$ cat config.mk
export PLATFORM = sky130hd
export DESIGN_NAME = multi_fx_engine
export DESIGN_NICKNAME = d
export VERILOG_FILES = /design/src/rtl/fx_pkg.sv /design/src/rtl/fx_fifo.sv /design/src/rtl/multi_fx_engine.sv
export SDC_FILE = /design/constraint.sdc
export NUM_CORES = 1
export LEC_CHECK = 0
export CORE_MARGIN = 4
export CORE_UTILIZATION = 55
export CTS_CLUSTER_SIZE = 8
export DETAILED_ROUTE_END_ITERATION = 8
export DONT_BUFFER_PORTS = 1
export PLACE_DENSITY = 0.73
export SYNTH_ARGS = -nofsm -noshare
export SYNTH_HDL_FRONTEND = slang
export SYNTH_SLANG_ARGS = --single-unit
$ cat constraint.sdc
create_clock -name clk500 -period 16.85 [get_ports clk500]
set_input_delay 0.8425 -clock clk500 [delete_from_list [all_inputs] [get_ports clk500]]
set_output_delay 0.8425 -clock clk500 [all_outputs]
set_load 0.01 [all_outputs]
$ cat src/rtl/fx_pkg.sv
// Shared constants and types for the multi-channel gain/clip effects engine.
// Holds the register map, STATUS bit positions, engine states and the Q8.8 fraction width.
package fx_pkg;

    localparam logic [4:0] ADDR_STATUS    = 5'd0;
    localparam logic [4:0] ADDR_CTRL      = 5'd1;
    localparam logic [4:0] ADDR_IN        = 5'd2;
    localparam logic [4:0] ADDR_OUT       = 5'd3;
    localparam logic [4:0] ADDR_CLIPCNT   = 5'd4;
    localparam logic [4:0] ADDR_GAIN_BASE = 5'd8;

    localparam int ST_IN_EMPTY  = 0;
    localparam int ST_IN_FULL   = 1;
    localparam int ST_OUT_EMPTY = 2;
    localparam int ST_OUT_FULL  = 3;
    localparam int ST_OVERFLOW  = 4;
    localparam int ST_UNDERFLOW = 5;

    localparam int Q_FRAC = 8;
    localparam int MAX_CH = 8;
    localparam int CH_W   = 3;

    typedef enum logic [1:0] {
        S_IDLE  = 2'd0,
        S_MUL   = 2'd1,
        S_SAT   = 2'd2,
        S_WRITE = 2'd3
    } fx_state_t;

endpackage

$ cat src/rtl/fx_fifo.sv
// Synchronous FIFO of {channel tag, sample} entries with a registered head output.
// q always holds the current head entry and is meaningful only while empty is low.
module fx_fifo #(
    parameter int DATA_W = 16,
    parameter int DEPTH  = 8
) (
    input  logic                clk500,
    input  logic                reset,
    input  logic                push,
    input  logic [DATA_W+2:0]   wdata,
    input  logic                pop,
    output logic [DATA_W+2:0]   q,
    output logic                full,
    output logic                empty
);

    localparam int E_W = DATA_W + 3;
    localparam int A_W = $clog2(DEPTH);

    logic [E_W-1:0] mem [DEPTH];
    logic [A_W-1:0] wr_ptr;
    logic [A_W-1:0] rd_ptr;
    logic [A_W-1:0] rd_ptr_nxt;
    logic [A_W:0]   count;
    logic           push_ok;
    logic           pop_ok;

    assign full       = (count == (A_W+1)'(DEPTH));
    assign empty      = (count == '0);
    assign push_ok    = push && !full;
    assign pop_ok     = pop && !empty;
    assign rd_ptr_nxt = pop_ok ? A_W'(rd_ptr + 1'b1) : rd_ptr;

    always_ff @(posedge clk500) begin
        if (push_ok)
            mem[wr_ptr] <= wdata;
    end

    // A push landing in the slot that becomes the head is forwarded straight to q.
    always_ff @(posedge clk500) begin
        if (push_ok && (wr_ptr == rd_ptr_nxt))
            q <= wdata;
        else
            q <= mem[rd_ptr_nxt];
    end

    always_ff @(posedge clk500) begin
        if (reset) begin
            wr_ptr <= '0;
            rd_ptr <= '0;
            count  <= '0;
        end else begin
            if (push_ok)
                wr_ptr <= A_W'(wr_ptr + 1'b1);
            rd_ptr <= rd_ptr_nxt;
            case ({push_ok, pop_ok})
                2'b10:   count <= count + 1'b1;
                2'b01:   count <= count - 1'b1;
                default: count <= count;
            endcase
        end
    end

endmodule

$ cat src/rtl/multi_fx_engine.sv
// Interleaved multi-channel gain + symmetric clip engine behind an Avalon-MM slave.
// Optional macro FX_CLIP_COUNT_EN builds the saturating CLIPCNT counter.
module multi_fx_engine
    import fx_pkg::*;
#(
    parameter int DATA_W   = 16,
    parameter int DEPTH    = 8,
    parameter int CHANNELS = 2
) (
    input  logic        clk500,
    input  logic        reset,
    input  logic [4:0]  avs_address,
    input  logic        avs_read,
    input  logic        avs_write,
    input  logic [31:0] avs_writedata,
    output logic [31:0] avs_readdata,
    output logic        irq
);

    localparam int P_W = DATA_W + 17;
    localparam logic [MAX_CH-1:0] CH_MASK = MAX_CH'((1 << CHANNELS) - 1);

    function automatic logic [DATA_W:0] sat_clamp(input logic signed [P_W-1:0] p,
                                                  input logic [DATA_W-2:0] lim);
        logic signed [P_W-1:0] s;
        logic signed [P_W-1:0] hi;
        logic signed [P_W-1:0] lo;
        s  = p >>> Q_FRAC;
        hi = P_W'($signed({1'b0, lim}));
        lo = -hi;
        if (s > hi)
            return {1'b1, hi[DATA_W-1:0]};
        else if (s < lo)
            return {1'b1, lo[DATA_W-1:0]};
        else
            return {1'b0, s[DATA_W-1:0]};
    endfunction

    fx_state_t state, state_nxt;

    logic [15:0]       gain_r  [MAX_CH];
    logic [DATA_W-2:0] boost_r [MAX_CH];
    logic [MAX_CH-1:0] ctrl_r;
    logic [CH_W-1:0]   in_ch;
    logic              ovf_r;
    logic              udf_r;
    logic [31:0]       clip_cnt;
    logic [31:0]       rd_mux;
    logic [31:0]       status_w;

    logic [DATA_W+2:0] in_q, out_q;
    logic              in_full, in_empty, out_full, out_empty;
    logic              in_push, out_pop, eng_pop, eng_push;

    logic [4:0]        reg_off;
    logic [CH_W-1:0]   reg_ch;
    logic              reg_hit;

    logic signed [DATA_W-1:0] x_p0, x_p1, y_p2;
    logic [CH_W-1:0]          ch_p0, ch_p1, ch_p2;
    logic signed [P_W-1:0]    p_p1;
    logic [DATA_W-2:0]        boost_p1;
    logic                     byp_p1;
    logic                     clip_p2;
    logic                     vld_p0, vld_p1, vld_p2;

    assign in_push = avs_write && (avs_address == ADDR_IN);
    assign out_pop = avs_read && (avs_address == ADDR_OUT);
    assign reg_off = avs_address - ADDR_GAIN_BASE;
    assign reg_ch  = reg_off[3:1];
    assign reg_hit = (avs_address >= ADDR_GAIN_BASE) && !reg_off[4] && (int'(reg_ch) < CHANNELS);

    fx_fifo #(.DATA_W(DATA_W), .DEPTH(DEPTH)) u_in_fifo (
        .clk500 (clk500),
        .reset  (reset),
        .push   (in_push),
        .wdata  ({in_ch, avs_writedata[DATA_W-1:0]}),
        .pop    (eng_pop),
        .q      (in_q),
        .full   (in_full),
        .empty  (in_empty)
    );

    fx_fifo #(.DATA_W(DATA_W), .DEPTH(DEPTH)) u_out_fifo (
        .clk500 (clk500),
        .reset  (reset),
        .push   (eng_push),
        .wdata  ({ch_p2, y_p2}),
        .pop    (out_pop),
        .q      (out_q),
        .full   (out_full),
        .empty  (out_empty)
    );

    always_ff @(posedge clk500) begin
        if (reset)
            state <= S_IDLE;
        else
            state <= state_nxt;
    end

    always_comb begin
        state_nxt = state;
        eng_pop   = 1'b0;
        eng_push  = 1'b0;
        case (state)
            S_IDLE: begin
                if (!in_empty && !out_full) begin
                    eng_pop   = 1'b1;
                    state_nxt = S_MUL;
                end
            end
            S_MUL:   state_nxt = S_SAT;
            S_SAT:   state_nxt = S_WRITE;
            S_WRITE: begin
                eng_push  = vld_p2;
                state_nxt = S_IDLE;
            end
            default: state_nxt = S_IDLE;
        endcase
    end

    always_ff @(posedge clk500) begin
        if (reset) begin
            vld_p0 <= 1'b0;
            vld_p1 <= 1'b0;
            vld_p2 <= 1'b0;
        end else begin
            vld_p0 <= eng_pop;
            vld_p1 <= vld_p0;
            vld_p2 <= vld_p1;
        end
    end

    // p0: capture the popped head entry
    always_ff @(posedge clk500) begin
        if (eng_pop) begin
            x_p0  <= in_q[DATA_W-1:0];
            ch_p0 <= in_q[DATA_W+2:DATA_W];
        end
    end

    // p1: multiply; per-channel settings are snapshotted here for the whole sample
    always_ff @(posedge clk500) begin
        if (vld_p0) begin
            p_p1     <= P_W'(x_p0) * P_W'($signed({1'b0, gain_r[ch_p0]}));
            x_p1     <= x_p0;
            ch_p1    <= ch_p0;
            boost_p1 <= boost_r[ch_p0];
            byp_p1   <= ctrl_r[ch_p0];
        end
    end

    // p2: rescale and clamp, or pass the raw sample through in bypass
    always_ff @(posedge clk500) begin
        if (vld_p1) begin
            {clip_p2, y_p2} <= byp_p1 ? {1'b0, x_p1} : sat_clamp(p_p1, boost_p1);
            ch_p2           <= ch_p1;
        end
    end

    always_ff @(posedge clk500) begin
        if (reset) begin
            ctrl_r <= '0;
            for (int c = 0; c < MAX_CH; c++) begin
                gain_r[c]  <= 16'h0100;
                boost_r[c] <= '1;
            end
        end else if (avs_write) begin
            if (avs_address == ADDR_CTRL)
                ctrl_r <= avs_writedata[MAX_CH-1:0] & CH_MASK;
            else if (reg_hit) begin
                if (reg_off[0])
                    boost_r[reg_ch] <= avs_writedata[DATA_W-2:0];
                else
                    gain_r[reg_ch] <= avs_writedata[15:0];
            end
        end
    end

    // A dropped IN write leaves the channel sequence where it was.
    always_ff @(posedge clk500) begin
        if (reset)
            in_ch <= '0;
        else if (in_push && !in_full)
            in_ch <= (in_ch == CH_W'(CHANNELS - 1)) ? '0 : in_ch + 1'b1;
    end

    always_ff @(posedge clk500) begin
        if (reset) begin
            ovf_r <= 1'b0;
            udf_r <= 1'b0;
        end else begin
            if (in_push && in_full)
                ovf_r <= 1'b1;
            else if (avs_write && (avs_address == ADDR_STATUS) && avs_writedata[ST_OVERFLOW])
                ovf_r <= 1'b0;
            if (out_pop && out_empty)
                udf_r <= 1'b1;
            else if (avs_write && (avs_address == ADDR_STATUS) && avs_writedata[ST_UNDERFLOW])
                udf_r <= 1'b0;
        end
    end

`ifdef FX_CLIP_COUNT_EN
    always_ff @(posedge clk500) begin
        if (reset)
            clip_cnt <= '0;
        else if (vld_p2 && clip_p2 && (clip_cnt != '1))
            clip_cnt <= clip_cnt + 1'b1;
    end
`else
    logic unused_clip;
    assign clip_cnt    = '0;
    assign unused_clip = clip_p2;
`endif

    always_comb begin
        status_w               = '0;
        status_w[ST_IN_EMPTY]  = in_empty;
        status_w[ST_IN_FULL]   = in_full;
        status_w[ST_OUT_EMPTY] = out_empty;
        status_w[ST_OUT_FULL]  = out_full;
        status_w[ST_OVERFLOW]  = ovf_r;
        status_w[ST_UNDERFLOW] = udf_r;
    end

    always_comb begin
        rd_mux = '0;
        case (avs_address)
            ADDR_STATUS:  rd_mux = status_w;
            ADDR_CTRL:    rd_mux = 32'(ctrl_r);
            ADDR_OUT: begin
                if (!out_empty)
                    rd_mux = {13'b0, out_q[DATA_W+2:DATA_W], 16'($signed(out_q[DATA_W-1:0]))};
            end
            ADDR_CLIPCNT: rd_mux = clip_cnt;
            default: begin
                if (reg_hit)
                    rd_mux = reg_off[0] ? 32'(boost_r[reg_ch]) : 32'(gain_r[reg_ch]);
            end
        endcase
    end

    always_ff @(posedge clk500) begin
        if (reset)
            avs_readdata <= '0;
        else if (avs_read)
            avs_readdata <= rd_mux;
    end

    assign irq = ovf_r || udf_r || !out_empty;

    logic unused_ok;
    assign unused_ok = ^avs_writedata[31:16];

endmodule

* Word-level counts from Yosys, hierarchy flattened
Memory sizes are Yosys's and may differ from the RTL's. A register that Yosys moved wholly into a read port is not among the register bits. Cells that the tools add are included. W data, S select, Z words.
Word-level totals: flip-flop bits (word level) 155, RAM bits 552, input bits 41, output and inout port bits 33, memories 4
Operators by class: add/subtract/negate cells 11, multiply operators 1, order comparisons 5, equality and inequality tests 15, multiplexer cells 48, reductions and logical operators 32
Memory list:
- u_in_fifo.mem | words 8, width 19, read ports 1, clocked after memory_dff 1, write ports 1, RTL line fx_fifo.sv:20 | logic [E_W-1:0] mem [DEPTH];
- u_out_fifo.mem | words 8, width 19, read ports 1, clocked after memory_dff 1, write ports 1, RTL line fx_fifo.sv:20
- gain_r | words 8, width 16, read ports 2, clocked after memory_dff 1, write ports 8, RTL line multi_fx_engine.sv:41 | logic [15:0] gain_r [MAX_CH];
- boost_r | words 8, width 15, read ports 2, clocked after memory_dff 1, write ports 8, RTL line multi_fx_engine.sv:42 | logic [DATA_W-2:0] boost_r [MAX_CH];
Operator list (count):
- $mux W16 | 6
- $pmux W19 S4 | 1
- $lt A25 B33 Y1 | 1
- $mul A16 B17 Y33 | 1
- $neg A15 Y33 | 1
- $mux W1 | 28
- $gt A25 B16 Y1 | 1
- $mux W19 | 1
- $mux W3 | 6
- $pmux W4 S2 | 2
- $reduce_or A16 Y1 | 1
- $add A3 B1 Y3 const B | 5
- $mux W15 | 1
- $reduce_or A15 Y1 | 1
- $logic_and A1 B1 Y1 | 14
- $eq A5 B2 Y1 const B | 2
- $add A4 B1 Y4 const B | 2
- $eq A2 B2 Y1 const B | 4
- $eq A4 B4 Y1 const B | 2
- $logic_not A4 Y1 | 2
- $pmux W2 S4 | 1
- $reduce_bool A2 Y1 | 4
- $sub A4 B1 Y4 const B | 2
- $eq A2 B1 Y1 const B | 3
- 15 further kinds | 20

* Depth between registers and ports, before layout
word-level depth 11, mapped depth 29, gate-level depth less buffers 25

* Modules after synthesis
Synthesis repeated with hierarchy kept, for this count alone.
Second synthesis, totals: cell total of the unflattened synthesis 2707, area total of the unflattened synthesis 38440.6 um^2
Modules (own cells, without submodules):
- multi_fx_engine | times used 1, cells each 2116, area an instance 25538.2 um^2, sequential area each 11070.6 um^2
- fx_fifo at u_in_fifo | times used 1, cells each 294, area an instance 6513.7 um^2, sequential area each 4824.6 um^2
- fx_fifo at u_out_fifo | times used 1, cells each 297, area an instance 6388.6 um^2, sequential area each 4824.6 um^2

* Least setup slack after synthesis
No wires, ideal clock.
kind register to register, start reg with a tool-made name, end reg p_p1[29], data pin, arrival 6.905 ns, required time 16.588 ns, path slack 9.683 ns, cell stages (with the launch flop) 26, clock period less this slack 7.167 ns, cell sequence dfxtp_1 -> buf_6 -> buf_2 -> buf_2 -> mux4_2 -> mux2_2 -> clkbuf_1 -> nand2_1 -> fa_1 -> fa_1 -> fa_1 -> inv_1 -> fa_1 -> fa_1 -> inv_1 -> fa_1 -> inv_1 -> ha_1 -> a21o_1 -> a21o_1 -> a21oi_1 -> o2111ai_2 -> and2_4 -> a311oi_2 -> o21bai_1 -> xor2_1
RTL lines:
- end signal, assigned | RTL line multi_fx_engine.sv:146 | p_p1 <= P_W'(x_p0) * P_W'($signed({1'b0, gain_r[ch_p0]}));
- end, declared | RTL line multi_fx_engine.sv:61 | logic signed [P_W-1:0] p_p1;

==> flow_metrics.tcl <==
set metrics [dict create \
    path_delay_family "adder cells" \
    cp-end-kind "register" \
    design.core.area_um2 70000 \
    final_common_cell "edfxtp_1" \
    mostFrequentLayoutCells "edfxtp_1 (650), inv_1 (295), nand2_1 (217)" \
    tritoncts "built" \
    fin_crit_sh 0.455 \
    clockBufferDepth 3 \
    syn_area_per_cell_um2 13.8 \
    final_nets 3422 \
    required_ns 17.23 \
    drt-initial-drc-count 2204 \
    path_cells "buf_4, mux4_2, mux2_2, and2_1, fa_1, inv_1, fa_1, fa_1, inv_1, fa_1, fa_1, inv_1, fa_1, inv_1, ha_1, a21o_1, a21o_1, a21oi_1, o2111ai_2, and2_4, a311oi_2, o21bai_1, xor2_1" \
    timing.final.ws_setup_ns 9.18 \
    yosys.area_share.simple 0.0866 \
    synth_edf_count 650 \
    via_per_inst 5.88 \
    post_cts_buffers 0 \
    die_w_um 274 \
    synth_fa_ha_area_frac 0.159 \
    cp_max_fo 37 \
    clk-insertion-delay-late_ns 0.64 \
    crit_buf_inv 5 \
    ys_seq_elements 710 \
    cp_slowest_cell "mux4_2" \
    dp_hpwl_mm 60.7 \
    dr.pass1.iters 9 \
    setup_viol 0 \
    root_buffer "clkbuf_16" \
    track_usage 0.252 \
    grt_max_degree 245 \
    worstSetupStartpointType "register" \
    finalNonFillerCells 4001 \
    status "finished, final reports clean" \
    synth_area_um2 38900 \
    cap_violations 0 \
    worstMarginPinSlew_ns 1.26 \
    dp.cells 3845 \
    yosysTopAreaCell "edfxtp_1" \
    synth_cells 2814 \
    cts.repair.resized 0 \
    start_util 0.555 \
    io_buffers 0 \
    max_stage_delay_ns 0.59 \
    hold_buffers 0 \
    dieArea_um2 75000 \
    synthXorXnorAreaFrac 0.0119 \
    synth_ff_type "edfxtp_1" \
    max_freq_mhz 130 \
    yosysUniqueCellTypes 75 \
    cts_made_buffers 98 \
    synth.area.top_cells "edfxtp_1 (50%), fa_1 (10%), mux4_2 (7.8%), ha_1 (5.8%), dfxtp_1 (3.1%)" \
    synth_compound_area_frac 0.0603 \
    synthMuxAreaShare 0.105 \
    slew_viol_final 0 \
    wl_per_cell_um 23.1 \
    finalCoreUtilization 0.619 \
    drc 0 \
    wirelength_mm 92.3 \
    synth_warnings 0 \
    h-tree-depth 3 \
    synth_top_family_by_area "adder cells" \
    rows 97 \
    drive_gt1_frac 0.141 \
    ios 74 \
    first_global_vias 25100 \
    pre_cts_ws_ns 9.22 \
    die_y_um 274 \
    path_clk_slew_ns 0.05 \
    relSlewSlack 0.150 \
    worstSetupPathType "register to register" \
    antenna_found_initial 2 \
    period_needed_ns 7.67 \
    ant_nets 0 \
    crit_path_frequent_cell "fa_1" \
    hp-start "avs_writedata[15]" \
    cts_sinks 710 \
    skew_ns 0.0202 \
    fin_setup_tns_ns 0 \
    grt_remaining_overflow 0 \
    met1Wirelength_mm 35.8 \
    fill_cells 5149 \
    highest_layer "met4" \
    rsz0062_at_grt "false" \
    hp-class "input port to register" \
    synth-async-reset-ratio 0 \
    yosys.area.top_type_share 0.502 \
    met2_length_mm 44.8 \
    route.met3.wl_mm 7.60 \
    synthToLayoutAreaGrowth_pct 11.5 \
    cp_data_arrival_time_ns 8.05 \
    yosysSeqAreaShare 0.533 \
    gp_congestion 0.903 \
    num_vias 23500 \
    hold_viol 0 \
    grt_pass1_wl_mm 144 \
]
[worst reg2reg max path, delay by kind of cell, from the launching register on]
family	cells	cell delay [ns]
AO/OA/AOI/OAI	6	1.24
XOR/XNOR	1	0.16
adder cells (fa/ha/maj)	7	3.35
buffers and inverters	5	0.76
flip-flops	1	0.31
multiplexers	2	1.12
AND/OR/NAND/NOR	2	0.49
[final cells by class]
| type | count | area, um^2 | area share |
|---|---|---|---|
| antenna | 1 | 2.50 | 0.0000577 |
| clock buffer | 148 | 2640 | 0.0609 |
| clock inverter | 7 | 118 | 0.00271 |
| inverter | 295 | 1110 | 0.0255 |
| multi-input combinational | 1854 | 17300 | 0.398 |
| sequential | 710 | 20700 | 0.478 |
| tap | 940 | 1180 | 0.0271 |
| timing repair buffer | 46 | 345 | 0.00796 |
[through the flow]
stage | hold slack (ns) | area, um^2
final | 0.293 | 43400
after global routing | 0.270 | 43400
after CTS | 0.262 | 43400
after detailed placement | 0.405 | 40600
after global placement | 0.411 | 40600
after floorplan | 0.400 | 39600
[worst paths after layout]
path	to	slack (ns)	cells after the start
hold / removal	u_in_fifo.mem[3][15]	0.29	0
hold reg to reg	ch_p2[0]	0.42	0
setup reg to reg	p_p1[29]	9.18	23
setup / recovery	p_p1[29]	9.18	23
[logic make-up (layout without fill, tap and decap cells)]
group / Yosys count / in the layout
DFF: 710 / 710
and+or+nand+nor: 673 / 673
buffers and inverters: 447 / 496
adders and majority gates: 376 / 376
AOI/OAI and AO/OA: 323 / 323
muxes: 230 / 230
xor gates and xnor gates: 53 / 53
other: 2 / 200
[sequential cells by signal, summed over array words and instances (netlist names), 2 cells and up, named ones only]
register and flops:
x_p1 16, ctrl_r 2, u_out_fifo.wr_ptr 3, boost_r 120, in_ch 3, y_p2 16, ch_p1 3, gain_r 128
u_in_fifo.rd_ptr 3, state 2, ch_p2 3, x_p0 16, boost_p1 15, u_in_fifo.count 4, avs_readdata 19, u_out_fifo.rd_ptr 3
u_out_fifo.count 4, u_in_fifo.wr_ptr 3, u_out_fifo.mem 152, u_in_fifo.mem 152, ch_p0 3, p_p1 25
[routing by layer]
metal	vias to the layer above	global-route usage
met5	-	0
met4	0	0.108
met3	224	0.0535
met2	1012	0.417
met1	12000	0.324
li1	10400	-
[cells in the mapped netlist, drive strengths merged, types with 33 or more instances]
master	number
and2	144
edfxtp	650
xnor2	33
ha	181
inv	295
mux2	66
a22oi	99
clkbuf	123
nand2	217
fa	195
mux4	135
nor2	114
dfxtp	60
nor3	34
or2	38
a21oi	57
Power is not shown: default switching activity piles up to over one toggle a cycle in this logic, so the estimate is an artifact.
